## src/rtl/bus_grant_arbiter.sv

```systemverilog
// bus_grant_arbiter: round-robin, bounded-hold arbiter that drives the
// one-hot input of the 32-to-5 bus-select encoder. All outputs registered.
// The holder's give-up input is named relinquish because "release" is a
// reserved word in SystemVerilog.
module bus_grant_arbiter #(
  parameter int unsigned MAX_HOLD = 16,
  parameter int unsigned CNT_W    = 8
) (
  input  logic        clk,
  input  logic        clear,
  input  logic [31:0] req,
  input  logic        relinquish,
  output logic [31:0] grant,
  output logic        grant_valid,
  output logic [4:0]  grant_idx,
  output logic        timeout
);

  typedef enum logic {
    IDLE,
    GRANT
  } state_t;

  localparam logic [CNT_W-1:0] HOLD_LIMIT = CNT_W'(MAX_HOLD);
  localparam logic [CNT_W-1:0] CNT_ONE    = CNT_W'(1);

  state_t           state, state_nxt;
  logic [4:0]       ptr, ptr_nxt;
  logic [CNT_W-1:0] hold_cnt, hold_nxt;
  logic [31:0]      grant_nxt;
  logic             valid_nxt;
  logic [4:0]       idx_nxt;
  logic             timeout_nxt;

  logic [4:0]       winner;
  logic             found;
  logic             holder_req;
  logic             hold_max;
  logic             end_grant;

  // Round-robin scan: first requesting source at or above ptr, wrapping 31->0
  always_comb begin
    winner = '0;
    found  = 1'b0;
    for (int unsigned i = 0; i < 32; i++) begin
      if (!found && req[ptr + 5'(i)]) begin
        winner = ptr + 5'(i);
        found  = 1'b1;
      end
    end
  end

  // Grant-termination conditions; relinquish outranks withdrawal and timeout
  always_comb begin
    holder_req = req[grant_idx];
    hold_max   = (hold_cnt == HOLD_LIMIT);
    end_grant  = relinquish | ~holder_req | hold_max;
  end

  // State register plus the registered outputs and bookkeeping
  always_ff @(posedge clk or negedge clear) begin
    if (!clear) begin
      state       <= IDLE;
      grant       <= '0;
      grant_valid <= 1'b0;
      grant_idx   <= '0;
      timeout     <= 1'b0;
      ptr         <= '0;
      hold_cnt    <= '0;
    end else begin
      state       <= state_nxt;
      grant       <= grant_nxt;
      grant_valid <= valid_nxt;
      grant_idx   <= idx_nxt;
      timeout     <= timeout_nxt;
      ptr         <= ptr_nxt;
      hold_cnt    <= hold_nxt;
    end
  end

  // Next-state logic; every grant returns to IDLE, giving the dead cycle
  always_comb begin
    state_nxt = state;
    case (state)
      IDLE:    if (found) state_nxt = GRANT;
      GRANT:   if (end_grant) state_nxt = IDLE;
      default: state_nxt = IDLE;
    endcase
  end

  // Next values for the registered outputs, pointer and hold counter
  always_comb begin
    grant_nxt   = '0;
    valid_nxt   = 1'b0;
    idx_nxt     = '0;
    timeout_nxt = 1'b0;
    ptr_nxt     = ptr;
    hold_nxt    = hold_cnt;
    case (state)
      IDLE: begin
        hold_nxt = '0;
        if (found) begin
          grant_nxt = 32'd1 << winner;
          valid_nxt = 1'b1;
          idx_nxt   = winner;
          hold_nxt  = CNT_ONE;
        end
      end
      GRANT: begin
        if (end_grant) begin
          ptr_nxt     = grant_idx + 5'd1;
          hold_nxt    = '0;
          timeout_nxt = ~relinquish & holder_req & hold_max;
        end else begin
          grant_nxt = grant;
          valid_nxt = grant_valid;
          idx_nxt   = grant_idx;
          hold_nxt  = hold_cnt + CNT_ONE;
        end
      end
      default: ;
    endcase
  end

endmodule

```

## config.mk

```make
export PLATFORM = sky130hd
export DESIGN_NAME = bus_grant_arbiter
export DESIGN_NICKNAME = d
export VERILOG_FILES = /design/src/rtl/bus_grant_arbiter.sv
export SDC_FILE = /design/constraint.sdc
export NUM_CORES = 1
export LEC_CHECK = 0
export CORE_MARGIN = 4
export CORE_UTILIZATION = 30
export CTS_CLUSTER_DIAMETER = 150
export DETAILED_ROUTE_END_ITERATION = 10
export GPL_ROUTABILITY_DRIVEN = 0
export GPL_TIMING_DRIVEN = 0
export HOLD_SLACK_MARGIN = 0.15
export PLACE_DENSITY = 0.56
export SLEW_MARGIN = 20
export SYNTH_ARGS = -nofsm -noshare
export SYNTH_HDL_FRONTEND = slang
export SYNTH_SLANG_ARGS = --single-unit
```

## constraint.sdc

```tcl
create_clock -name clk -period 5.3 [get_ports clk]
set_clock_uncertainty 0.2 [all_clocks]
set_input_delay 1.325 -clock clk [delete_from_list [all_inputs] [get_ports clk]]
set_output_delay 1.325 -clock clk [all_outputs]
set_load 0.03 [all_outputs]
```

Yosys cells after proc, flatten, opt, wreduce, memory -nomap -nowiden --
Cells that the tools add are included.
Cells by class: add/subtract/negate cells 33, order comparisons 33, equality and inequality tests 2, shift-type cells 1, muxes and demuxes 146, bitwise operators 7, reductions and logical operators 63
Operator list (count):
- < comparator 5 x 6 -> 1 bit, second input constant | 33
- 2-to-1 mux 5 bit | 34
- binary-select mux 1 bit (select 5 bit) | 33
- adder 5 bit, second input constant | 16
- 2-to-1 mux 1 bit | 71
- 2-to-1 mux 32 bit | 2
- case mux 32 bit (2 select lines) | 1
- adder 5 x 4 -> 5 bit, second input constant | 8
- left shift 1 x 5 -> 32 bit, first input constant | 1
- logical AND 1 bit | 31
- zero test 1 bit | 31
- adder 5 x 3 -> 5 bit, second input constant | 4
- case mux 8 bit (2 select lines) | 1
- adder 5 x 1 -> 5 bit, second input constant | 2
- adder 5 x 2 -> 5 bit, second input constant | 2
- case mux 5 bit (2 select lines) | 1
- adder 8 x 1 -> 8 bit, second input constant | 1
- == test 8 x 5 -> 1 bit, second input constant | 1
- 2-to-1 mux 8 bit | 1
- case mux 1 bit (2 select lines) | 2
- NOT 1 bit | 3
- bitwise AND 1 bit | 2
- inequality test 2 x 1 -> 1 bit, second input constant | 1
- OR 1 bit | 2
- AND reduction 2 bit | 1
Word-level totals: flip-flop bits (word level) 53, input bits 35, word-level logic and storage cells 292

Longest topological paths before layout --
Gate-level depths: netlist of run 1.
word-level depth 99, gate-level depth with buffers 23, mapped depth without buffers 13

Worst setup path after synthesis of run 1 --
Ideal clock, no wire load.
kind reg2reg, from reg ptr[0], to reg grant[23], library setup time 0.103 ns, arrival 5.515 ns, path slack -0.518 ns, cell stages (with the launch flop) 21, buffers on the path 8, cells stage by stage dfrtp_1 buf_6 inv_4 buf_4 buf_4 buf_1 ha_1 buf_4 buf_2 mux4_2 mux4_2 mux2_2 nor4b_4 and4bb_2 nand3_1 a2111oi_1 o32ai_2 a2111o_1 buf_6 buf_6 o41ai_2
On the way: longest elaborated chain between the ends 99, elaborated cells between the ends (all ways) 224
Ends and longest elaborated chain:
- start, declared | line 28 | logic [4:0] ptr, ptr_nxt;
- start signal, assigned | line 76 | ptr <= ptr_nxt;
- parallel branches: the longest is 97 deep, another holds adder 5 x 1 -> 5 bit
- 2-to-1 mux 32 bit * | line 102 | if (found) begin
- case mux 32 bit (2 select lines) * | line 99 | case (state)
- end signal, assigned | line 72 | grant <= grant_nxt;
- end, declared | line 13 | output logic [31:0] grant,
Every way passes the cells marked *. The select of a mux whose other input is x is not followed. A chain may end at the register's enable or synchronous reset.

Final worst setup path of run 1 --
from in req[21], to reg grant[20]
On the way: longest elaborated chain between the ends 99, elaborated cells between the ends (all ways) 199
Ends and longest elaborated chain:
- start, declared | line 11 | input logic [31:0] req,
- binary-select mux 1 bit (select 5 bit) | line 46 | if (!found && req[ptr + 5'(i)]) begin
- 2-to-1 mux 1 bit (implied by the code) | line 46
- 2-to-1 mux 1 bit | line 46
- zero test 1 bit | line 46
- logical AND 1 bit | line 46
- 2-to-1 mux 1 bit | line 46
- zero test 1 bit | line 46
- logical AND 1 bit | line 46
- [... 83 more ...]
- logical AND 1 bit | line 46
- 2-to-1 mux 1 bit | line 46
- zero test 1 bit | line 46
- logical AND 1 bit | line 46
- 2-to-1 mux 5 bit | line 46
- left shift 1 x 5 -> 32 bit | line 103 | grant_nxt = 32'd1 << winner;
- 2-to-1 mux 32 bit | line 102
- case mux 32 bit (2 select lines) | line 99
Several ways; a longest one is shown, not always the timed one. The select of a mux whose other input is x is not followed.

==> results of run 1 <==
## flip-flops by register name, summed over array words and instances (netlist names)
name and cells:
grant 32, grant_idx 5, grant_valid 1, hold_cnt 8, ptr 5, state 1
timeout 1
## kinds of logic (layout without fill, tap and decap cells)
| group | count (synthesis) | count (layout) |
|---|---|---|
| and+or+nand+nor | 309 | 309 |
| adders and majority gates | 15 | 15 |
| AOI/OAI and AO/OA | 270 | 270 |
| buffers and inverters | 103 | 350 |
| xor gates and xnor gates | 41 | 41 |
| muxes | 237 | 237 |
| DFF | 53 | 53 |
## cell type report
type                    count  area [um^2]
fillers                  3039        18300
multi-input cells         872         9310
clock inverters             1         30.0
well taps                 442          553
clock buffers               7          143
plain buffers              74          657
repair buffers            243         2150
flip-flops and latches     53         1330
inverters                  25          115
## path summary, 6_finish.rpt
path                        endpoint  slack, ns  cells after the start
max                        grant[20]      -0.20                     17
min                        grant[18]       0.28                      2
max reg2reg                grant[20]      -0.17                     19
min reg2reg                grant[18]       0.28                      2
max in group asynchronous     ptr[2]       3.54                      1
min in group asynchronous  grant[18]       0.86                      1
## repair_timing
| item | CTS | global route |
|---|---|---|
| pin swaps | 47 | 51 |
| resized for setup | 346 | 124 |
| buffers inserted | 105 | 58 |
| endpoints found under the hold margin | 0 | 0 |
| gates cloned | 4 | 4 |
| endpoints found under the setup margin | 40 | 40 |
## tightest hold or removal path, stage by stage (launching register included)
cell and delay (ns):
dfrtp_1 0.34, nand2_1 0.05, o41ai_1 0.05
## Yosys cell counts, drive strengths merged (9+ instances only)
cell | number | area [um^2]
o22ai | 11 | 68.8
nand2 | 101 | 379
nor3 | 20 | 121
inv | 24 | 92.6
nor4 | 9 | 68.8
xnor2 | 34 | 305
mux2 | 44 | 495
and3 | 10 | 62.6
nand3 | 31 | 155
o21ai | 48 | 244
mux2i | 79 | 803
clkbuf | 30 | 113
mux4 | 114 | 2570
o41ai | 33 | 394
nand4 | 17 | 125
a211oi | 16 | 120
dfrtp | 53 | 1330
nor2 | 65 | 246
buf | 48 | 308
and2 | 14 | 87.6
o211ai | 10 | 90.1
ha | 15 | 188
a21oi | 41 | 205
## routing by layer
layer | track usage (%) | vias to the layer above | share of wire (%) | wire length, um
met3 | 4.70 | 211 | 11 | 4870
li1 | - | 4653 | - | -
met4 | 13.2 | 0 | 7.1 | 3190
met5 | 0 | - | 0 | 0
met2 | 36.5 | 880 | 45 | 20200
met1 | 31.1 | 5518 | 37 | 16900
## metrics by stage
| stage | area, um^2 | setup TNS (ns) | instances | hold WS [ns] | utilization (%) |
|---|---|---|---|---|---|
| 2_1_floorplan | 10000 | 0 | 1028 | 0.302 | - |
| 3_3_place_gp | 11300 | -54.02 | 1543 | 0.261 | 34.7 |
| 3_5_place_dp | 11300 | -54.80 | 1543 | 0.259 | 34.7 |
| 4_1_cts | 13500 | -0.472 | 1660 | 0.279 | 41.3 |
| 5_1_grt | 14300 | -6.59 | 1717 | 0.296 | 43.8 |
| 6_report | 14300 | -3.81 | 1717 | 0.277 | 43.8 |
==> results.md, run 1 <==
* Run status: finished, violations left
* Violated checks: negative setup slack
* Final net count at 1,324
* Largest delay share family, worst path: multiplexers
* Worst setup margin at -0.197 ns
* Latest clock arrival within the worst-skew pair at 0.30 ns
* Xor/xnor share of the synthesized area at 3.69%
* GRT Total Usage at 23.6%
* CTS Sinks at 53
* Die H at 190 um
* Most used cell, CP: buf_6
* # setup viols final at 34
* CP Class: in -> reg
* RSZ-0062 raised after global routing: yes
* Synth Area in Adders at 1.89%
* Pre-CTS setup slack at -1.53 ns
* CP Launch Type: input port
* Remaining DRCs at 0
* Vias in the first global route at 10,500
* Initial antenna violation count at 0
* Critical path required time at 5.29 ns
* Worst-Margin Slew at 1.13 ns
* Synthesized area per cell at 9.66 um^2
* Initial Utilization at 30.5%
* Critical path, cell by cell: clkbuf_4 -> mux4_2 -> buf_6 -> mux2_4 -> mux4_2 -> nor3_4 -> buf_6 -> nand4_4 -> buf_12 -> buf_16 -> nor4_4 -> a21o_1 -> o32ai_4 -> a2111o_1 -> buf_6 -> buf_12 -> o41ai_4
* CP bufs+invs at 7
* Vias per inst at 6.56
* CTS buffer count at 5
* Vias at 11,300
* Endpoints failing hold at 0
* Largest family of logic cells by synthesized area: multiplexers
* Hold WC Path Type: reg -> reg
* Die ar. at 0.0361 mm^2
* Per-cell routed wire length at 26.3 um
* Htree depth at 2
* Asr flop ratio synth at 100%
* Final-report max-slew violation count at 0
* Ports at 74
* Leading cell type in the layout, fill and taps excluded: buf_4
* Max-cap viol count at 0
* Syn_nets at 1,078
* Worst setup path start: req[21]
* Area grow syn2layout at 43.8%
* Iter 0 DRT Violations at 1,407
* Final wirelength at 45,200 um
* Most used DFF post-synth: dfrtp_1
* Sequential area share after synthesis at 13.4%
* Detailed Routing Iterations Pass 1 at 6
* Compound-cell area share of the yosys netlist at 21.2%
* Critical path's slowest cell: mux4_2
* Synthesized flop and latch total at 53
* Hold buffers post-CTS at 0
* Synthesized area at 0.00993 mm^2
* Final min period at 5.50 ns
* Dpl hpwl at 31,800 um
* Post-synth cell types at 95
* Max Buffers Root-to-Sink at 2
* Std cell rows at 66
* FF-to-FF Start: ptr[1]
* ANT cells at 0
* Worst Path Arrival at 5.49 ns
* EDFF count, synth at 0
* Die Width at 190 um
* Clk root buf: clkbuf_16
* Critical Path Max Stage Delay at 0.59 ns
* Port-buffer cells at 73
* Endpoint type of the worst setup path: flop
* Gate Count Post-Synth at 1,028
* Antenna-violating nets left at 0
* Warnings from Yosys at 0
* Layout cell share with drive strength beyond 1 at 46.0%
* Largest fanout on the critical path at 8
* Final Cycle Share at 104%
* Largest net degree at the start of global routing at 54
* CTS tree: done
* Post-synthesis simple-gate area fraction at 15.7%
* FMAX at 182 MHz
* Core Area at 0.0326 mm^2
* Slew HR at 23.8%
* First-pass GRT wire length at 66,600 um
* Post-synthesis mux area share at 39.0%
* Commonest cells after routing, fill and taps aside: 153 x buf_4, 114 x mux4_2, 99 x nand2_1
* Clock slew at reported path FFs at 0.07 ns
* Hold Startpoint: grant[18]
* GRT overflow at 0
Power of run 1 is left out: the tool's default activity adds up to more than one toggle a clock period on the data nets, which glitch-free logic cannot reach.
==> run 2, diff against run 1 <==
--- a/config.mk
+++ b/config.mk
@@ -5,6 +5,7 @@
 export SDC_FILE = /design/constraint.sdc
 export NUM_CORES = 1
 export LEC_CHECK = 0
+export CORE_ASPECT_RATIO = 0.5
 export CORE_MARGIN = 4
 export CORE_UTILIZATION = 30
 export CTS_CLUSTER_DIAMETER = 150
==> run 2 against run 1 <==
The flow still finishes with violations (negative setup slack). Sequential share of layout area increased by 0.14 points. Maximum frequency is 1.9% higher. Via count fell by 0.67%. Clock-buffer cell count fell by 2. Worst setup slack better by 0.10 ns. Critical path depth is the same. Non-clock buffer count shrank 37. Cell area is 1.6% lower. Register-to-register slack improved by 0.09 ns. First-iteration DRC count increased by 8.2%. Worst hold slack better by 0.018 ns. Critical path type unchanged. Critical endpoint is now grant[17]. Largest cell class unchanged.
==> results.md, run 2 (synthesized netlist as in run 1, its figures left out) <==
* Remaining DRCs at 0 (unchanged)
* Vias per inst at 6.70 (was 6.56)
* Die ar. at 0.0363 mm^2 (was 0.0361 mm^2)
* First-pass GRT wire length at 66,800 um (was 66,600 um)
* Metal-1 WL at 17,400 um (was 16,900 um)
* Met3 routed WL at 6490 um (was 4870 um)
* Layout cell share with drive strength beyond 1 at 45.4% (was 46.0%)
* Final Cycle Share at 102% (was 104%)
* Iter 0 DRT Violations at 1,522 (was 1,407)
* ANT cells at 0 (unchanged)
* CTS Sinks at 53 (unchanged)
* Flop-to-flop setup slack at -0.08 ns (was -0.17 ns)
* GRT Total Usage at 23.7% (was 23.6%)
* Largest fanout on the critical path at 7 (was 8)
* Critical path required time at 5.30 ns (was 5.29 ns)
* Die H at 137 um (was 190 um)
* Ports at 74 (unchanged)
* Wire length on met2 at 19,600 um (was 20,200 um)
* Worst-Margin Slew at 0.924 ns (was 1.13 ns)
* CP Class: in -> reg (unchanged)
* Initial Utilization at 30.9% (was 30.5%)
* Final net count at 1,287 (was 1,324)
* Latest clock arrival within the worst-skew pair at 0.29 ns (was 0.30 ns)
* Vias at 11,200 (was 11,300)
* Register area at 0.00133 mm^2 (about the same)
* Dpl hpwl at 32,900 um (was 31,800 um)
* Final min period at 5.39 ns (was 5.50 ns)
* Final-report max-slew violation count at 0 (unchanged)
* Critical path, cell by cell: buf_2 -> mux2_4 -> mux4_2 -> mux4_2 -> buf_6 -> nor2_4 -> and3_4 -> nand4_4 -> buf_6 -> buf_12 -> or4_4 -> o2111a_1 -> o21ai_2 -> buf_6 -> nand4_4 -> buf_6 -> o41ai_4 (was clkbuf_4 -> mux4_2 -> buf_6 -> mux2_4 -> mux4_2 -> nor3_4 -> buf_6 -> nand4_4 -> buf_12 -> buf_16 -> nor4_4 -> a21o_1 -> o32ai_4 -> a2111o_1 -> buf_6 -> buf_12 -> o41ai_4)
* Hold WC Path Type: reg -> reg (unchanged)
* Fillers at 2,977 (was 3,039)
* Critical path's slowest cell: mux4_2 (unchanged)
* Max-cap viol count at 0 (unchanged)
* Largest net degree at the start of global routing at 54 (unchanged)
* Antenna-violating nets left at 0 (unchanged)
* Clk root buf: clkbuf_16 (unchanged)
* Worst Path Arrival at 5.39 ns (was 5.49 ns)
* Std cell rows at 46 (was 66)
* Max Buffers Root-to-Sink at 2 (unchanged)
* Hold buffers post-CTS at 0 (unchanged)
* FMAX at 185 MHz (was 182 MHz)
* Non-filler instance count after layout at 1,670 (was 1,717)
* Sum of negative setup slack at -1.39 ns (was -3.81 ns)
* Uppermost routed layer: met5 (was met4)
* Violated checks: negative setup slack (unchanged)
* Pre-CTS setup slack at -1.66 ns (was -1.53 ns)
* Die Width at 265 um (was 190 um)
* RSZ-0062 raised after global routing: yes (unchanged)
* Vias in the first global route at 10,500 (about the same)
* Max reg flops at 32 (unchanged)
* CP bufs+invs at 6 (was 7)
* Most used cell, CP: buf_6 (unchanged)
* Port-buffer cells at 73 (unchanged)
* Largest delay share family, worst path: multiplexers (unchanged)
* Core Area at 0.0322 mm^2 (was 0.0326 mm^2)
* Initial antenna violation count at 1 (was 0)
* Commonest cells after routing, fill and taps aside: 126 x buf_4, 114 x mux4_2, 101 x nand2_1 (was 153 x buf_4, 114 x mux4_2, 99 x nand2_1)
* Largest regs: grant x32, hold_cnt x8 (unchanged)
* Endpoints failing hold at 0 (unchanged)
* Endpoint type of the worst setup path: flop (unchanged)
* GRT overflow at 0 (unchanged)
* CP Launch Type: input port (unchanged)
* Leading cell type in the layout, fill and taps excluded: buf_4 (unchanged)
* Detailed Routing Iterations Pass 1 at 6 (unchanged)
* # setup viols final at 26 (was 34)
* Area occupied by multi-input gates at 0.00940 mm^2 (was 0.00931 mm^2)
* Cells after DPL at 1,533 (was 1,543)
* CTS tree: done (unchanged)
* Run status: finished, violations left (unchanged)
* Final wirelength at 45,700 um (was 45,200 um)
* Per-cell routed wire length at 27.4 um (was 26.3 um)
* Clock slew at reported path FFs at 0.07 ns (about the same)
* CTS buffer count at 5 (unchanged)
* Htree depth at 2 (unchanged)
* Critical Path Max Stage Delay at 0.59 ns (about the same)
* Largest Register: grant (unchanged)
* Area grow syn2layout at 41.5% (was 43.8%)
* Slew HR at 37.8% (was 23.8%)
* Worst setup margin at -0.0932 ns (was -0.197 ns)
run 2: cell type report:
| cell class | instances | area share, % |
|---|---|---|
| Tap cell | 432 | 3.84 |
| Sequential cell | 53 | 9.45 |
| Clock buffer | 5 | 0.890 |
| Inverter | 25 | 0.801 |
| Buffer | 73 | 4.66 |
| Clock inverter | 3 | 0.489 |
| Timing Repair Buffer | 207 | 13.0 |
| Multi-Input combinational cell | 872 | 66.9 |
run 2: repair_timing:
action,in CTS,in global routing
setup buffers,95,35
gates resized for setup,318,198
cloned,4,2
endpoints found under the setup margin,40,40
pin swaps,45,39
run 2: routing by layer:
| layer | up-vias | track usage (%) |
|---|---|---|
| li1 | 4567 | - |
| met1 | 5501 | 32.0 |
| met2 | 954 | 35.3 |
| met3 | 162 | 7.58 |
| met4 | 2 | 9.76 |
| met5 | - | 0 |
run 2: per-stage QoR:
step           hold slack (ns)  area, um^2  utilization (%)
4_1_cts                  0.287       13300             41.5
5_1_grt                  0.313       14100             43.7
2_1_floorplan            0.302       10000                -
3_5_place_dp             0.267       11300             35.2
6_report                 0.296       14100             43.7
3_3_place_gp             0.264       11300             35.1
run 2: worst paths after layout:
path,from,end,cells past startpoint
max,req[7],grant[17],17
min,grant[29],grant[29],2
max reg2reg,ptr[1],grant[17],19
min reg2reg,grant[29],grant[29],2
max in group asynchronous,clear,ptr[1],1
min in group asynchronous,clear,grant[30],1
run 2: tightest hold or removal path: stages, from the launching register on:
cell     delay (ns)
dfrtp_1        0.35
nand2_1        0.07
o41ai_2        0.05
Power of run 2 is left out for the same reason.
==> run 3, diff against run 2 <==
--- a/config.mk
+++ b/config.mk
@@ -10,10 +10,11 @@
 export CORE_UTILIZATION = 30
 export CTS_CLUSTER_DIAMETER = 150
 export DETAILED_ROUTE_END_ITERATION = 10
+export DONT_BUFFER_PORTS = 1
 export GPL_ROUTABILITY_DRIVEN = 0
 export GPL_TIMING_DRIVEN = 0
 export HOLD_SLACK_MARGIN = 0.15
-export PLACE_DENSITY = 0.56
+export PLACE_DENSITY = 0.53
 export SLEW_MARGIN = 20
 export SYNTH_ARGS = -nofsm -noshare
 export SYNTH_HDL_FRONTEND = slang
==> run 3 against run 2 <==
The flow still finishes with violations (negative setup slack). Flip-flop and latch count unchanged. Largest cell class unchanged. Clock-buffer cell count increased by 1. Worst hold slack improved by 0.12 ns. Critical endpoint is now grant[29]. Maximum frequency decreased by 3.6%. Global-route usage increased by 0.050 points. Routed wire length increased by 0.65%. Highest routed layer is now met4. Non-clock buffer count decreased by 70.
==> results.md, run 3 (synthesized netlist as in run 1, its figures left out) <==
* Run status: finished, violations left (unchanged)
* Violated checks: negative setup slack (unchanged)
* Iter 0 DRT Violations at 1,929 (was 1,522)
* Antenna-violating nets left at 0 (unchanged)
* Vias per inst at 6.92 (was 6.70)
* Ports at 74 (unchanged)
* Area grow syn2layout at 35.7% (was 41.5%)
* Endpoints failing hold at 0 (unchanged)
* CP Launch Type: flop (was input port)
* Hold WC Path Type: reg -> reg (unchanged)
* Largest regs: grant x32, hold_cnt x8 (unchanged)
* Critical path's slowest cell: mux4_2 (unchanged)
* GRT Total Usage at 23.8% (was 23.7%)
* Max reg flops at 32 (unchanged)
* Latest clock arrival within the worst-skew pair at 0.30 ns (was 0.29 ns)
* Detailed Routing Iterations Pass 1 at 6 (unchanged)
* Die H at 137 um (unchanged)
* FMAX at 179 MHz (was 185 MHz)
* Max Buffers Root-to-Sink at 2 (unchanged)
* Initial antenna violation count at 0 (was 1)
* Std cell rows at 46 (unchanged)
* CTS Sinks at 53 (unchanged)
* Final min period at 5.59 ns (was 5.39 ns)
* Fillers at 2,945 (was 2,977)
* Clock slew at reported path FFs at 0.07 ns (about the same)
* # setup viols final at 35 (was 26)
* Most used cell, CP: buf_8 (was buf_6)
* RSZ-0062 raised after global routing: yes (unchanged)
* Endpoint type of the worst setup path: flop (unchanged)
* Htree depth at 2 (unchanged)
* Slew HR at 42.0% (was 37.8%)
* Final Cycle Share at 106% (was 102%)
* Largest Register: grant (unchanged)
* Vias in the first global route at 10,300 (was 10,500)
* Port-buffer cells at 0 (was 73)
* CTS tree: done (unchanged)
* Leading cell type in the layout, fill and taps excluded: buf_4 (unchanged)
* Commonest cells after routing, fill and taps aside: 116 x buf_4, 113 x mux4_2, 101 x nand2_1 (was 126 x buf_4, 114 x mux4_2, 101 x nand2_1)
* Vias at 11,100 (was 11,200)
* Critical path required time at 5.27 ns (was 5.30 ns)
* Worst-Margin Slew at 0.861 ns (was 0.924 ns)
* CP bufs+invs at 10 (was 6)
* Die ar. at 0.0363 mm^2 (unchanged)
* Clk root buf: clkbuf_16 (unchanged)
* Remaining DRCs at 0 (unchanged)
* Final wirelength at 46,000 um (was 45,700 um)
* Utilization after layout at 41.9% (was 43.7%)
* Worst setup margin at -0.294 ns (was -0.0932 ns)
* Largest net degree at the start of global routing at 54 (unchanged)
* Worst Path Arrival at 5.57 ns (was 5.39 ns)
* Final-report max-slew violation count at 0 (unchanged)
* CTS buffer count at 5 (unchanged)
* Max-cap viol count at 0 (unchanged)
* Final net count at 1,217 (was 1,287)
* Largest fanout on the critical path at 10 (was 7)
* Die Width at 265 um (unchanged)
* Core Area at 0.0322 mm^2 (unchanged)
* Initial Utilization at 30.9% (unchanged)
* Critical Path Max Stage Delay at 0.60 ns (was 0.59 ns)
* CP Class: reg -> reg (was in -> reg)
* GRT overflow at 0 (unchanged)
* Per-cell routed wire length at 28.8 um (was 27.4 um)
* First-pass GRT wire length at 67,100 um (was 66,800 um)
* Largest delay share family, worst path: buffers and inverters (was multiplexers)
* Dpl hpwl at 32,800 um (was 32,900 um)
* Critical path, cell by cell: buf_8 -> clkinvlp_4 -> clkbuf_16 -> buf_4 -> ha_1 -> a21oi_1 -> xnor2_2 -> mux2_2 -> mux4_2 -> nor3_4 -> buf_6 -> nand4_4 -> buf_8 -> buf_8 -> buf_8 -> a211oi_4 -> o2bb2ai_2 -> o21ai_2 -> buf_6 -> nand4_4 -> buf_12 -> o41ai_2 (was buf_2 -> mux2_4 -> mux4_2 -> mux4_2 -> buf_6 -> nor2_4 -> and3_4 -> nand4_4 -> buf_6 -> buf_12 -> or4_4 -> o2111a_1 -> o21ai_2 -> buf_6 -> nand4_4 -> buf_6 -> o41ai_4)
* Layout cell share with drive strength beyond 1 at 43.9% (was 45.4%)
* ANT cells at 0 (unchanged)
[run 3: cell count changes in the layout (fill, tap and decap cells not counted), sizes merged]
cell,change
buf,-30
clkdlybuf4s18,+1
bufinv,-2
clkinvlp,+1
clkinv,+1
clkdlybuf4s50,-40
inv,-1
[run 3: routing by layer]
metal | vias to the layer above | GRT usage (%) | part of all wire, % | wire (um)
met1 | 5446 | 31.8 | 38 | 17300
li1 | 4445 | - | - | -
met3 | 220 | 6.56 | 13 | 6180
met5 | - | 0 | 0 | 0
met4 | 0 | 9.32 | 5.7 | 2620
met2 | 965 | 36.7 | 43 | 20000
[run 3: worst paths after layout]
check / startpoint / end / slack [ns] / cells after the start
worst max-delay path: ptr[1] / grant[29] / -0.29 / 22
worst min-delay path: hold_cnt[4] / hold_cnt[4] / 0.41 / 2
worst max register to register: ptr[1] / grant[29] / -0.29 / 22
worst min register to register: hold_cnt[4] / hold_cnt[4] / 0.41 / 2
max in group asynchronous: clear / ptr[1] / 4.28 / 0
min in group asynchronous: clear / grant[4] / 0.52 / 0
[run 3: layout make-up]
cell class              count  area [um^2]  area share [%]
multi-input cells         872         9390            69.7
flip-flops and latches     53         1330            9.87
repair buffers            135         1280            9.52
plain buffers              75          659            4.89
well taps                 432          541            4.01
clock buffers               6          139            1.03
inverters                  25          116           0.863
clock inverters             2         17.5           0.130
[run 3: through the flow]
step | std cells | setup slack (ns) | hold slack (ns) | setup TNS [ns] | area, um^2
finish | 1600 | -0.294 | 0.411 | -4.89 | 13500
global route | 1600 | -0.417 | 0.448 | -8.85 | 13500
CTS | 1567 | -0.164 | 0.413 | -2.80 | 12600
detailed placement | 1460 | -1.63 | 0.397 | -56.08 | 10600
global placement | 1460 | -1.55 | 0.391 | -55.11 | 10600
floorplan | 1028 | 0.0147 | 0.302 | 0 | 10000
[run 3: timing repair]
action / in CTS / in global routing
pin swaps: 53 / 37
hold buffers: 0 / 0
setup buffers: 97 / 33
gates cloned: 3 / 3
resized for setup: 196 / 94
endpoints found under the setup margin: 40 / 40
[run 3: worst reg2reg max path, stage by stage (launching register included)]
cell	delay (ns)
dfrtp_2	0.44
buf_8	0.14
clkinvlp_4	0.08
clkbuf_16	0.13
buf_4	0.13
ha_1	0.15
a21oi_1	0.09
xnor2_2	0.56
mux2_2	0.43
mux4_2	0.60
nor3_4	0.27
buf_6	0.15
nand4_4	0.14
buf_8	0.19
buf_8	0.13
buf_8	0.16
a211oi_4	0.24
o2bb2ai_2	0.13
o21ai_2	0.25
buf_6	0.15
nand4_4	0.13
buf_12	0.18
o41ai_2	0.39
Power of run 3 is left out for the same reason.
